===== config.mk =====
export PLATFORM = sky130hd
export DESIGN_NAME = arm_dp_sequencer
export DESIGN_NICKNAME = d
export VERILOG_FILES = /design/src/rtl/arm_dp_pkg.sv /design/src/rtl/arm_cond_check.sv /design/src/rtl/arm_dp_sequencer.sv
export SDC_FILE = /design/constraint.sdc
export NUM_CORES = 1
export LEC_CHECK = 0
export BUFFER_PORTS_ARGS = -buffer_cell sky130_fd_sc_hd__buf_2
export CORE_ASPECT_RATIO = 0.7
export CORE_MARGIN = 3
export CORE_UTILIZATION = 47
export DETAILED_ROUTE_END_ITERATION = 10
export PLACE_DENSITY_LB_ADDON = 0.1
export SYNTH_ARGS = -nofsm -noshare
export SYNTH_HDL_FRONTEND = slang
export SYNTH_SLANG_ARGS = --single-unit
export TNS_END_PERCENT = 50

===== constraint.sdc =====
create_clock -name clk -period 1.83 [get_ports clk]
set_input_delay 0.0915 -clock clk [delete_from_list [all_inputs] [get_ports clk]]
set_output_delay 0.0915 -clock clk [all_outputs]
set_load 0.05 [all_outputs]

===== src/rtl/arm_dp_pkg.sv =====
// Shared types and constants for the ARM data-processing control path:
// FSM encoding, condition codes, ARM opcodes, ALU operation codes and
// the opcode-class helpers used by the sequencer.
package arm_dp_pkg;

  typedef enum logic [1:0] {
    ST_IDLE = 2'd0,
    ST_COND = 2'd1,
    ST_EXEC = 2'd2,
    ST_WB   = 2'd3
  } state_t;

  // Condition field INSTR[31:28]
  localparam logic [3:0] COND_EQ = 4'h0;
  localparam logic [3:0] COND_NE = 4'h1;
  localparam logic [3:0] COND_CS = 4'h2;
  localparam logic [3:0] COND_CC = 4'h3;
  localparam logic [3:0] COND_MI = 4'h4;
  localparam logic [3:0] COND_PL = 4'h5;
  localparam logic [3:0] COND_VS = 4'h6;
  localparam logic [3:0] COND_VC = 4'h7;
  localparam logic [3:0] COND_HI = 4'h8;
  localparam logic [3:0] COND_LS = 4'h9;
  localparam logic [3:0] COND_GE = 4'hA;
  localparam logic [3:0] COND_LT = 4'hB;
  localparam logic [3:0] COND_GT = 4'hC;
  localparam logic [3:0] COND_LE = 4'hD;
  localparam logic [3:0] COND_AL = 4'hE;
  localparam logic [3:0] COND_NV = 4'hF;

  // Data-processing opcode field INSTR[24:21]
  localparam logic [3:0] OPC_AND = 4'h0;
  localparam logic [3:0] OPC_EOR = 4'h1;
  localparam logic [3:0] OPC_SUB = 4'h2;
  localparam logic [3:0] OPC_RSB = 4'h3;
  localparam logic [3:0] OPC_ADD = 4'h4;
  localparam logic [3:0] OPC_ADC = 4'h5;
  localparam logic [3:0] OPC_SBC = 4'h6;
  localparam logic [3:0] OPC_RSC = 4'h7;
  localparam logic [3:0] OPC_TST = 4'h8;
  localparam logic [3:0] OPC_TEQ = 4'h9;
  localparam logic [3:0] OPC_CMP = 4'hA;
  localparam logic [3:0] OPC_CMN = 4'hB;
  localparam logic [3:0] OPC_ORR = 4'hC;
  localparam logic [3:0] OPC_MOV = 4'hD;
  localparam logic [3:0] OPC_BIC = 4'hE;
  localparam logic [3:0] OPC_MVN = 4'hF;

  // ALU operation codes: the ARM opcode zero-extended, except MOV
  localparam logic [4:0] ALU_AND   = 5'b00000;
  localparam logic [4:0] ALU_ADD   = 5'b00100;
  localparam logic [4:0] ALU_CMP   = 5'b01010;
  localparam logic [4:0] ALU_MVN   = 5'b01111;
  localparam logic [4:0] OP_BYPASS = 5'b10000;

  // TST/TEQ/CMP/CMN only set flags; they never write the register file
  function automatic logic is_compare(input logic [3:0] opc);
    return (opc[3:2] == 2'b10);
  endfunction

  function automatic logic [4:0] alu_op_decode(input logic [3:0] opc);
    return (opc == OPC_MOV) ? OP_BYPASS : {1'b0, opc};
  endfunction

endpackage


===== src/rtl/arm_cond_check.sv =====
// Combinational ARM condition-code evaluator; shared with the branch unit.
module arm_cond_check
  import arm_dp_pkg::*;
(
  input  logic [3:0] cond,
  input  logic [3:0] nzcv,
  output logic       pass
);

  logic n, z, c, v;
  assign n = nzcv[3];
  assign z = nzcv[2];
  assign c = nzcv[1];
  assign v = nzcv[0];

  // Select the predicate named by the condition field
  always_comb begin
    pass = 1'b0;
    unique case (cond)
      COND_EQ: pass = z;
      COND_NE: pass = ~z;
      COND_CS: pass = c;
      COND_CC: pass = ~c;
      COND_MI: pass = n;
      COND_PL: pass = ~n;
      COND_VS: pass = v;
      COND_VC: pass = ~v;
      COND_HI: pass = c & ~z;
      COND_LS: pass = ~c | z;
      COND_GE: pass = (n == v);
      COND_LT: pass = (n != v);
      COND_GT: pass = ~z & (n == v);
      COND_LE: pass = z | (n != v);
      COND_AL: pass = 1'b1;
      COND_NV: pass = 1'b0;
      default: pass = 1'b0;
    endcase
  end

endmodule


===== src/rtl/arm_dp_sequencer.sv =====
// Multi-cycle sequencer for ARM data-processing instructions. Latches one
// instruction per handshake, evaluates its condition against the NZCV
// status register, then drives the ALU through EXEC and WB and updates the
// status register on flag-setting operations.
//
// Handshake: an instruction transfers on a rising edge where instr_valid
// and instr_ready are both high. instr_ready is high only in IDLE and does
// not depend on instr_valid; a valid held while busy is not consumed.
module arm_dp_sequencer
  import arm_dp_pkg::*;
(
  input  logic        clk,
  input  logic        rst_n,
  input  logic [31:0] instr,
  input  logic        instr_valid,
  output logic        instr_ready,
  output logic [4:0]  alu_op,
  output logic        alu_s,
  output logic        alu_out_en,
  output logic [3:0]  flags,
  input  logic [3:0]  flags_in,
  output logic [3:0]  rn_addr,
  output logic [3:0]  rd_addr,
  output logic [3:0]  rm_addr,
  output logic        op2_imm,
  output logic [11:0] shifter_op,
  output logic        rf_we,
  output logic        done,
  output logic        skipped,
  output logic        undef,
  output state_t      dbg_state
);

  state_t      state, state_nxt;
  logic [31:0] ir;
  logic        accept;
  logic        cond_pass;
  logic        ir_undef;
  logic        ir_compare;
  logic        ir_writes;

  assign accept     = instr_valid & instr_ready;
  assign ir_undef   = (ir[27:26] != 2'b00);
  assign ir_compare = is_compare(ir[24:21]);
  assign ir_writes  = ~ir_compare;

  // Datapath-facing fields come straight from the instruction register so
  // they stay stable from COND until the next accept
  assign alu_op     = alu_op_decode(ir[24:21]);
  assign alu_s      = ir_compare | ir[20];
  assign rn_addr    = ir[19:16];
  assign rd_addr    = ir[15:12];
  assign rm_addr    = ir[3:0];
  assign op2_imm    = ir[25];
  assign shifter_op = ir[11:0];
  assign dbg_state  = state;

  arm_cond_check u_cond_check (
    .cond (ir[31:28]),
    .nzcv (flags),
    .pass (cond_pass)
  );

  // Instruction register: captures the word on an accepted handshake
  always_ff @(posedge clk or negedge rst_n) begin
    if (!rst_n) begin
      ir <= '0;
    end else if (accept) begin
      ir <= instr;
    end
  end

  // Status register: updated when leaving WB on flag-setting operations
  always_ff @(posedge clk or negedge rst_n) begin
    if (!rst_n) begin
      flags <= '0;
    end else if ((state == ST_WB) && alu_s) begin
      flags <= flags_in;
    end
  end

  // FSM state register
  always_ff @(posedge clk or negedge rst_n) begin
    if (!rst_n) begin
      state <= ST_IDLE;
    end else begin
      state <= state_nxt;
    end
  end

  // Next-state and strobe decode
  always_comb begin
    state_nxt   = state;
    instr_ready = 1'b0;
    alu_out_en  = 1'b0;
    rf_we       = 1'b0;
    done        = 1'b0;
    skipped     = 1'b0;
    undef       = 1'b0;
    unique case (state)
      ST_IDLE: begin
        instr_ready = 1'b1;
        if (accept) state_nxt = ST_COND;
      end
      ST_COND: begin
        // An undefined encoding is reported as UNDEF even if its
        // condition would also have failed
        if (ir_undef || !cond_pass) begin
          done      = 1'b1;
          undef     = ir_undef;
          skipped   = ~ir_undef;
          state_nxt = ST_IDLE;
        end else begin
          state_nxt = ST_EXEC;
        end
      end
      ST_EXEC: begin
        alu_out_en = ir_writes;
        state_nxt  = ST_WB;
      end
      ST_WB: begin
        alu_out_en = ir_writes;
        rf_we      = ir_writes;
        done       = 1'b1;
        state_nxt  = ST_IDLE;
      end
      default: state_nxt = ST_IDLE;
    endcase
  end

endmodule


## Word-level counts from Yosys, hierarchy flattened

Cells that the tools add are included.
W data, S select, Z words.

- Eq/ne operators: 23
- Multiplexer cells: 14
- Bitwise operators: 12
- Reduce and logical (&&, ||, !) cells: 7

Operator list:

| kind | count |
|---|---|
| $eq A4 B4 Y1 const B | 9 |
| $eq A4 B3 Y1 const B | 4 |
| $pmux W1 S16 | 1 |
| $eq A4 B2 Y1 const B | 2 |
| $mux W1 | 8 |
| $pmux W2 S4 | 1 |
| $eq A2 B2 Y1 const B | 3 |
| $not A1 Y1 | 6 |
| $mux W5 | 1 |
| $eq A4 B1 Y1 const B | 1 |
| $logic_not A4 Y1 | 1 |
| $mux W2 | 2 |
| $and A1 B1 Y1 | 3 |
| $or A1 B1 Y1 | 3 |
| $eq A2 B1 Y1 const B | 1 |
| $logic_not A2 Y1 | 1 |
| $ne A2 B2 Y1 const B | 1 |
| $pmux W1 S2 | 1 |
| $reduce_bool A2 Y1 | 1 |
| $reduce_or A2 Y1 | 1 |
| $eq A1 B1 Y1 | 1 |
| $logic_and A1 B1 Y1 | 1 |
| $logic_not A1 Y1 | 1 |
| $logic_or A1 B1 Y1 | 1 |
| $ne A1 B1 Y1 | 1 |

- Flip-flop bits (word level): 38
- Input bits: 39

## Depth between registers and ports, before layout

- Depth in word-level cells: 7
- Gate-level depth with buffers: 6
- Depth with buffers taken out: 5

## By module

Synthesis repeated with hierarchy kept, for this count alone.

- Cells, all modules: 149
- Area total of the unflattened synthesis: 2011.9 µm²

By module, submodules not included:

| module | times used | cells an instance | area each (µm²) |
|---|---|---|---|
| arm_dp_sequencer | 1 | 126 | 1856.8 |
| arm_cond_check | 1 | 23 | 155.1 |

## Worst setup path before layout

No wires, ideal clock.

- Path kind: reg-to-reg
- From: reg state[0], in the netlist dbg_state[0]
- To: reg ir[0]
- Data arrival time: 2285 ps
- Path slack: -579 ps
- Cell stages (with the launch flop): 6
- Path buffers: 2
- Path through: dfrtp_1 -> nor2_1 -> and2_1 -> buf_2 -> buf_2 -> mux2_2

- Longest elaborated chain between the ends: 3

RTL lines:

| element | line | text |
|---|---|---|
| start: declaration | arm_dp_sequencer.sv:34 | `state_t state, state_nxt;` |
| start signal: assignment | arm_dp_sequencer.sv:87 | `state <= state_nxt;` |
| $logic_not A2 Y1 | arm_dp_sequencer.sv:100 | `unique case (state)` |
| $mux W1 | arm_dp_sequencer.sv:100 |  |
| via instr_ready | arm_dp_sequencer.sv:16 | `output logic instr_ready,` |
| $and A1 B1 Y1 | arm_dp_sequencer.sv:42 | `assign accept = instr_valid & instr_ready;` |
| end signal: assignment | arm_dp_sequencer.sv:69 | `ir <= instr;` |
| end: declaration | arm_dp_sequencer.sv:35 | `logic [31:0] ir;` |

The timed path passes the listed nets, and every way through them passes these cells.
A chain may end at the register's enable or synchronous reset.

## Final worst setup path

- From: reg flags[3]
- To: out done

- Longest elaborated chain between the ends: 7
- Elaborated cells between the ends (all ways): 10
- Classes of those cells: eq/ne: 2; mux: 3; bitwise: 3; reduce/logical: 2

RTL lines:

| element | line | text |
|---|---|---|
| start: declaration | arm_dp_sequencer.sv:20 | `output logic [3:0] flags,` |
| start signal: assignment | arm_dp_sequencer.sv:78 | `flags <= flags_in;` |
| $ne A1 B1 Y1 or $eq A1 B1 Y1 (tied branches) | - |  |
| $or A1 B1 Y1 or $and A1 B1 Y1 (tied branches) | arm_cond_check.sv:33, arm_cond_check.sv:32 |  |
| $pmux W1 S16 (*) | arm_cond_check.sv:19 | `unique case (cond)` |
| $logic_not A1 Y1 (*) | arm_dp_sequencer.sv:108 | `if (ir_undef \|\| !cond_pass) begin` |
| $logic_or A1 B1 Y1 (*) | arm_dp_sequencer.sv:108 |  |
| $mux W1 (*) | arm_dp_sequencer.sv:108 |  |
| $pmux W1 S2 (*) | arm_dp_sequencer.sv:100 |  |
| end: declaration | arm_dp_sequencer.sv:28 | `output logic done,` |

Every way passes the cells marked *; elsewhere a longest branch is shown, timed or not.

==> results_tabular.tex <==
\begin{tabular}{lr}
\hline
Metric & Value \\
\hline
\multicolumn{2}{l}{\textbf{Outcome}} \\
\quad Result of the run & finished with violations \\
\quad Violated checks & setup timing \\
\multicolumn{2}{l}{\textbf{Synth}} \\
\quad Simple-gate area share of the yosys netlist & around 8.6\% \\
\quad Ys async rst share & 100\% \\
\quad Most instantiated flip-flop cell in the synthesis netlist & sky130\_fd\_sc\_hd\_\_dfrtp\_1 \\
\quad Synth Net Count & between 150 and 200 \\
\quad Most area-consuming cells after synthesis & sky130\_fd\_sc\_hd\_\_dfrtp\_1 (51\%), sky130\_fd\_sc\_hd\_\_mux2\_2 (20\%), sky130\_fd\_sc\_hd\_\_buf\_4 (10\%) \\
\quad Avg Inst Size Synth & approximately 12 um\^{}2 \\
\quad Synthesis-stage register bit count & 38 \\
\quad Share of synthesized area occupied by flip-flops and latches & roughly 51\% \\
\quad Post-synth EDFFs & 0 \\
\quad Gate count of the mapped netlist & about 150 \\
\quad Xor/xnor share of the synthesized area & roughly 1.4\% \\
\quad List of most frequent post-synthesis cells & sky130\_fd\_sc\_hd\_\_dfrtp\_1 (38), sky130\_fd\_sc\_hd\_\_mux2\_2 (34), sky130\_fd\_sc\_hd\_\_buf\_4 (25) \\
\quad Multiplexer fraction of the synthesized cell area & between 20\% and 30\% \\
\quad Adder and majority gate portion of the synthesized area & 0\% \\
\quad Main combinational cell family by area after synthesis & multiplexers \\
\quad Leading cell type by number of instances after synthesis & sky130\_fd\_sc\_hd\_\_dfrtp\_1 \\
\quad Synth Warn \# & 0 \\
\quad Complex-gate fraction of the synthesized area & 5.15\% \\
\quad Top cell type by total area after synthesis & sky130\_fd\_sc\_hd\_\_dfrtp\_1 \\
\quad Share of Yosys cell area claimed by the top area cell type & 50.9\% \\
\quad Post-synthesis instance area & 1870 um\^{}2 \\
\quad Distinct cells, synth & 34 \\
\multicolumn{2}{l}{\textbf{Worst setup path}} \\
\quad Required @ worst endpoint & roughly 1.7 ns \\
\quad Critical Path End Type & output pin \\
\quad Critical path destination & done \\
\quad Worst Reg2Reg Path Length in Cells & 6 \\
\quad Reg-to-reg slack, setup & about 0.23 ns \\
\quad Crit-path max FO & 4 \\
\quad Critical path buffers and inverters & 1 \\
\quad Reg2reg start & ir[29]\$\_DFFE\_PN0P\_ \\
\quad Crit Path Category & register to output pin \\
\quad Maximum cell stage delay along the critical path & approximately 0.44 ns \\
\quad Ordered list of cells on the worst path & xnor2\_4, a211o\_1, o221ai\_2, a21oi\_2, o31a\_2, buf\_8 \\
\quad Critical path startpoint & flags[3]\$\_DFFE\_PN0P\_ \\
\quad Slowest stage cell on the critical path & sky130\_fd\_sc\_hd\_\_dfrtp\_2 \\
\quad Kind of cell adding the most delay to the critical path & compound AO/OA/AOI/OAI gates \\
\quad Levels on crit path & 6 \\
\quad Data arrival time of the worst path & 1.99 ns \\
\quad Setup crit start kind & register \\
\multicolumn{2}{l}{\textbf{CTS}} \\
\quad Maximum clock path buffer count & 2 \\
\quad Clock edge transition at the registers on the reported setup and hold paths & $\sim$0.070 ns \\
\quad Clock sinks & 38 \\
\quad Number of buffers added by the clock tree synthesis step & 5 \\
\quad CTS Root Cell & sky130\_fd\_sc\_hd\_\_clkbuf\_8 \\
\quad CTS tree & yes \\
\quad Source-to-sink clock delay at the later pin of the worst-skew pair & between 0.2 and 0.3 ns \\
\quad Number of levels the H-tree was split into & 2 \\
\multicolumn{2}{l}{\textbf{STA}} \\
\quad Worst hold slack across all endpoints & about 0.018 ns \\
\quad Count of pins over their slew limit & 0 \\
\quad Number of failing setup endpoints in the final timing report & 2 \\
\quad Max frequency & around 480 MHz \\
\quad Pin slew with the least headroom to its limit & roughly 0.50 ns \\
\quad Skew final & roughly 0.0043 ns \\
\quad Endpoints failing hold & 0 \\
\quad Setup repair after global routing missed its margin & true \\
\quad Final Critical Period & between 2 and 2.5 ns \\
\quad Final setup margin & -0.254 ns \\
\quad Final cycle utilization of the critical path & 114\% \\
\quad Slew Limit Headroom & around two thirds \\
\multicolumn{2}{l}{\textbf{Global routing}} \\
\quad Number of antenna violations at the first check in global routing & 0 \\
\quad Overflow after GRT & 0 \\
\quad Number of global-route vias before repair & around 1300 \\
\quad All-Layer GR Usage & between 10\% and 20\% \\
\quad Largest net degree at the start of global routing & 23 \\
\quad Wire length of the first global-routing pass & around 6.3 mm \\
\multicolumn{2}{l}{\textbf{Die}} \\
\quad Y dimension of the die & a little under 60 um \\
\quad Die area & between 4000 and 5000 um\^{}2 \\
\quad Core box area & $\sim$3700 um\^{}2 \\
\quad Die width & 81.4 um \\
\quad Row Count & 18 \\
\quad Starting Density & approximately half \\
\quad I/O pin count & roughly 80 \\
\multicolumn{2}{l}{\textbf{Drt}} \\
\quad DR DRC count & 0 \\
\quad Number of DRC markers in iteration 0 & 46 \\
\quad Routed via count & about 1300 \\
\quad Routed Wire Length & 3.85 mm \\
\quad Pre-antenna DRT Iters & 4 \\
\quad Detail-routed net length per standard cell & roughly 14 um \\
\quad Drt via density & 4.90 \\
\quad Antenna Violating Nets Remaining & 0 \\
\multicolumn{2}{l}{\textbf{Place}} \\
\quad Detailed placement HPWL & between 2 and 3 mm \\
\quad Instance area at placement & $\sim$2200 um\^{}2 \\
\quad RD Place Congestion & between 0.8 and 0.9 \\
\quad Count of input and output buffers & just over 80 \\
\multicolumn{2}{l}{\textbf{Cells and area}} \\
\quad Syn-to-layout area delta & 29.7\% \\
\quad Layout Cell Area excl Fill & between 2000 and 2500 um\^{}2 \\
\quad Share of post-route cells with drive strength above 1 & 67.4\% \\
\quad Final-layout fill cell count & 291 \\
\quad Final layout net count & $\sim$260 \\
\quad Antenna Diode Count & 0 \\
\multicolumn{2}{l}{\textbf{Worst hold path}} \\
\quad Kind of path behind the tightest hold check & input port to register \\
\multicolumn{2}{l}{\textbf{Job}} \\
\quad Maxcap violations & 0 \\
\hline
\end{tabular}
[tightest hold or removal path: stages]
cell	delay [ns]
sky130_fd_sc_hd__buf_2	0.07
sky130_fd_sc_hd__nand2_1	0.03
sky130_fd_sc_hd__o21ai_0	0.07
[how the worst min path moves through the flow]
stage	start	cells after the start	slack (ns)	end
finish	instr[31]	3	0.02	ir[31]$_DFFE_PN0P_
global route	instr[31]	3	0.01	ir[31]$_DFFE_PN0P_
CTS	instr[31]	3	0.02	ir[31]$_DFFE_PN0P_
detailed placement	rst_n	1	0.08	ir[19]$_DFFE_PN0P_
global placement	rst_n	1	0.07	ir[25]$_DFFE_PN0P_
floorplan	rst_n	0	-0.20	asynchronous set/reset pin
[metrics by stage]
stage	TNS [ns]	utilization, %	instances	setup slack, ns
3_3_place_gp	-0.00914	60.1	264	-0.00914
6_report	-0.412	66.0	274	-0.254
4_1_cts	-0.450	65.2	274	-0.229
2_1_floorplan	-0.947	-	154	-0.0406
3_5_place_dp	-0.271	60.1	264	-0.139
5_1_grt	-0.609	66.0	274	-0.338
[final cells by class]
type / count / area, um^2 / share of cell area [%]
flip-flops and latches: 38 / 958 / 39.5
multi-input cells: 80 / 749 / 30.9
repair buffers: 93 / 526 / 21.7
clock buffers: 5 / 68.8 / 2.84
well taps: 50 / 62.6 / 2.58
clock inverters: 3 / 40.0 / 1.65
inverters: 5 / 18.8 / 0.774
[cells in the final DEF (no fill, tap or decap), types with 2 or more instances in the layout]
cell type / count
sky130_fd_sc_hd__dfrtp_2: 6
sky130_fd_sc_hd__buf_8: 2
sky130_fd_sc_hd__o21ai_0: 3
sky130_fd_sc_hd__nand2_1: 5
sky130_fd_sc_hd__and2_1: 5
sky130_fd_sc_hd__mux2_2: 34
sky130_fd_sc_hd__clkinv_2: 2
sky130_fd_sc_hd__inv_1: 5
sky130_fd_sc_hd__nand2b_1: 4
sky130_fd_sc_hd__buf_4: 9
sky130_fd_sc_hd__dfrtp_1: 32
sky130_fd_sc_hd__buf_2: 79
sky130_fd_sc_hd__buf_6: 2
sky130_fd_sc_hd__nor2b_1: 2
sky130_fd_sc_hd__nor2_1: 4
sky130_fd_sc_hd__clkbuf_8: 5
[sequential cells by signal, summed over array words and instances (netlist names), named ones only]
| name | cells |
|---|---|
| ir | 32 |
| flags | 4 |
| dbg_state | 1 |
[repair_timing]
item | 4_1_cts | 5_1_grt
hold buffers | 1 | 0
endpoints found under the setup margin | 2 | 2
buffers inserted | 1 | 0
pin swaps | 6 | 2
resized for setup | 14 | 4
endpoints found under the hold margin | 20 | 0
[layer usage]
layer	wire length, um	global-route usage [%]	vias up
met5	0	0	-
met4	43	7.23	0
met3	299	4.89	4
met2	1830	28.5	55
met1	1680	22.8	647
li1	-	-	637
[cell families (layout without fill, tap and decap cells)]
kind of cell / Yosys count / after routing
xor+xnor: 3 / 3
simple gates: 29 / 29
buf+inv: 36 / 106
compound gates: 13 / 13
mux: 35 / 35
flops: 38 / 38
Power is left out: the tool's default activity adds up to more than one toggle a clock period on the data nets, which glitch-free logic cannot reach.
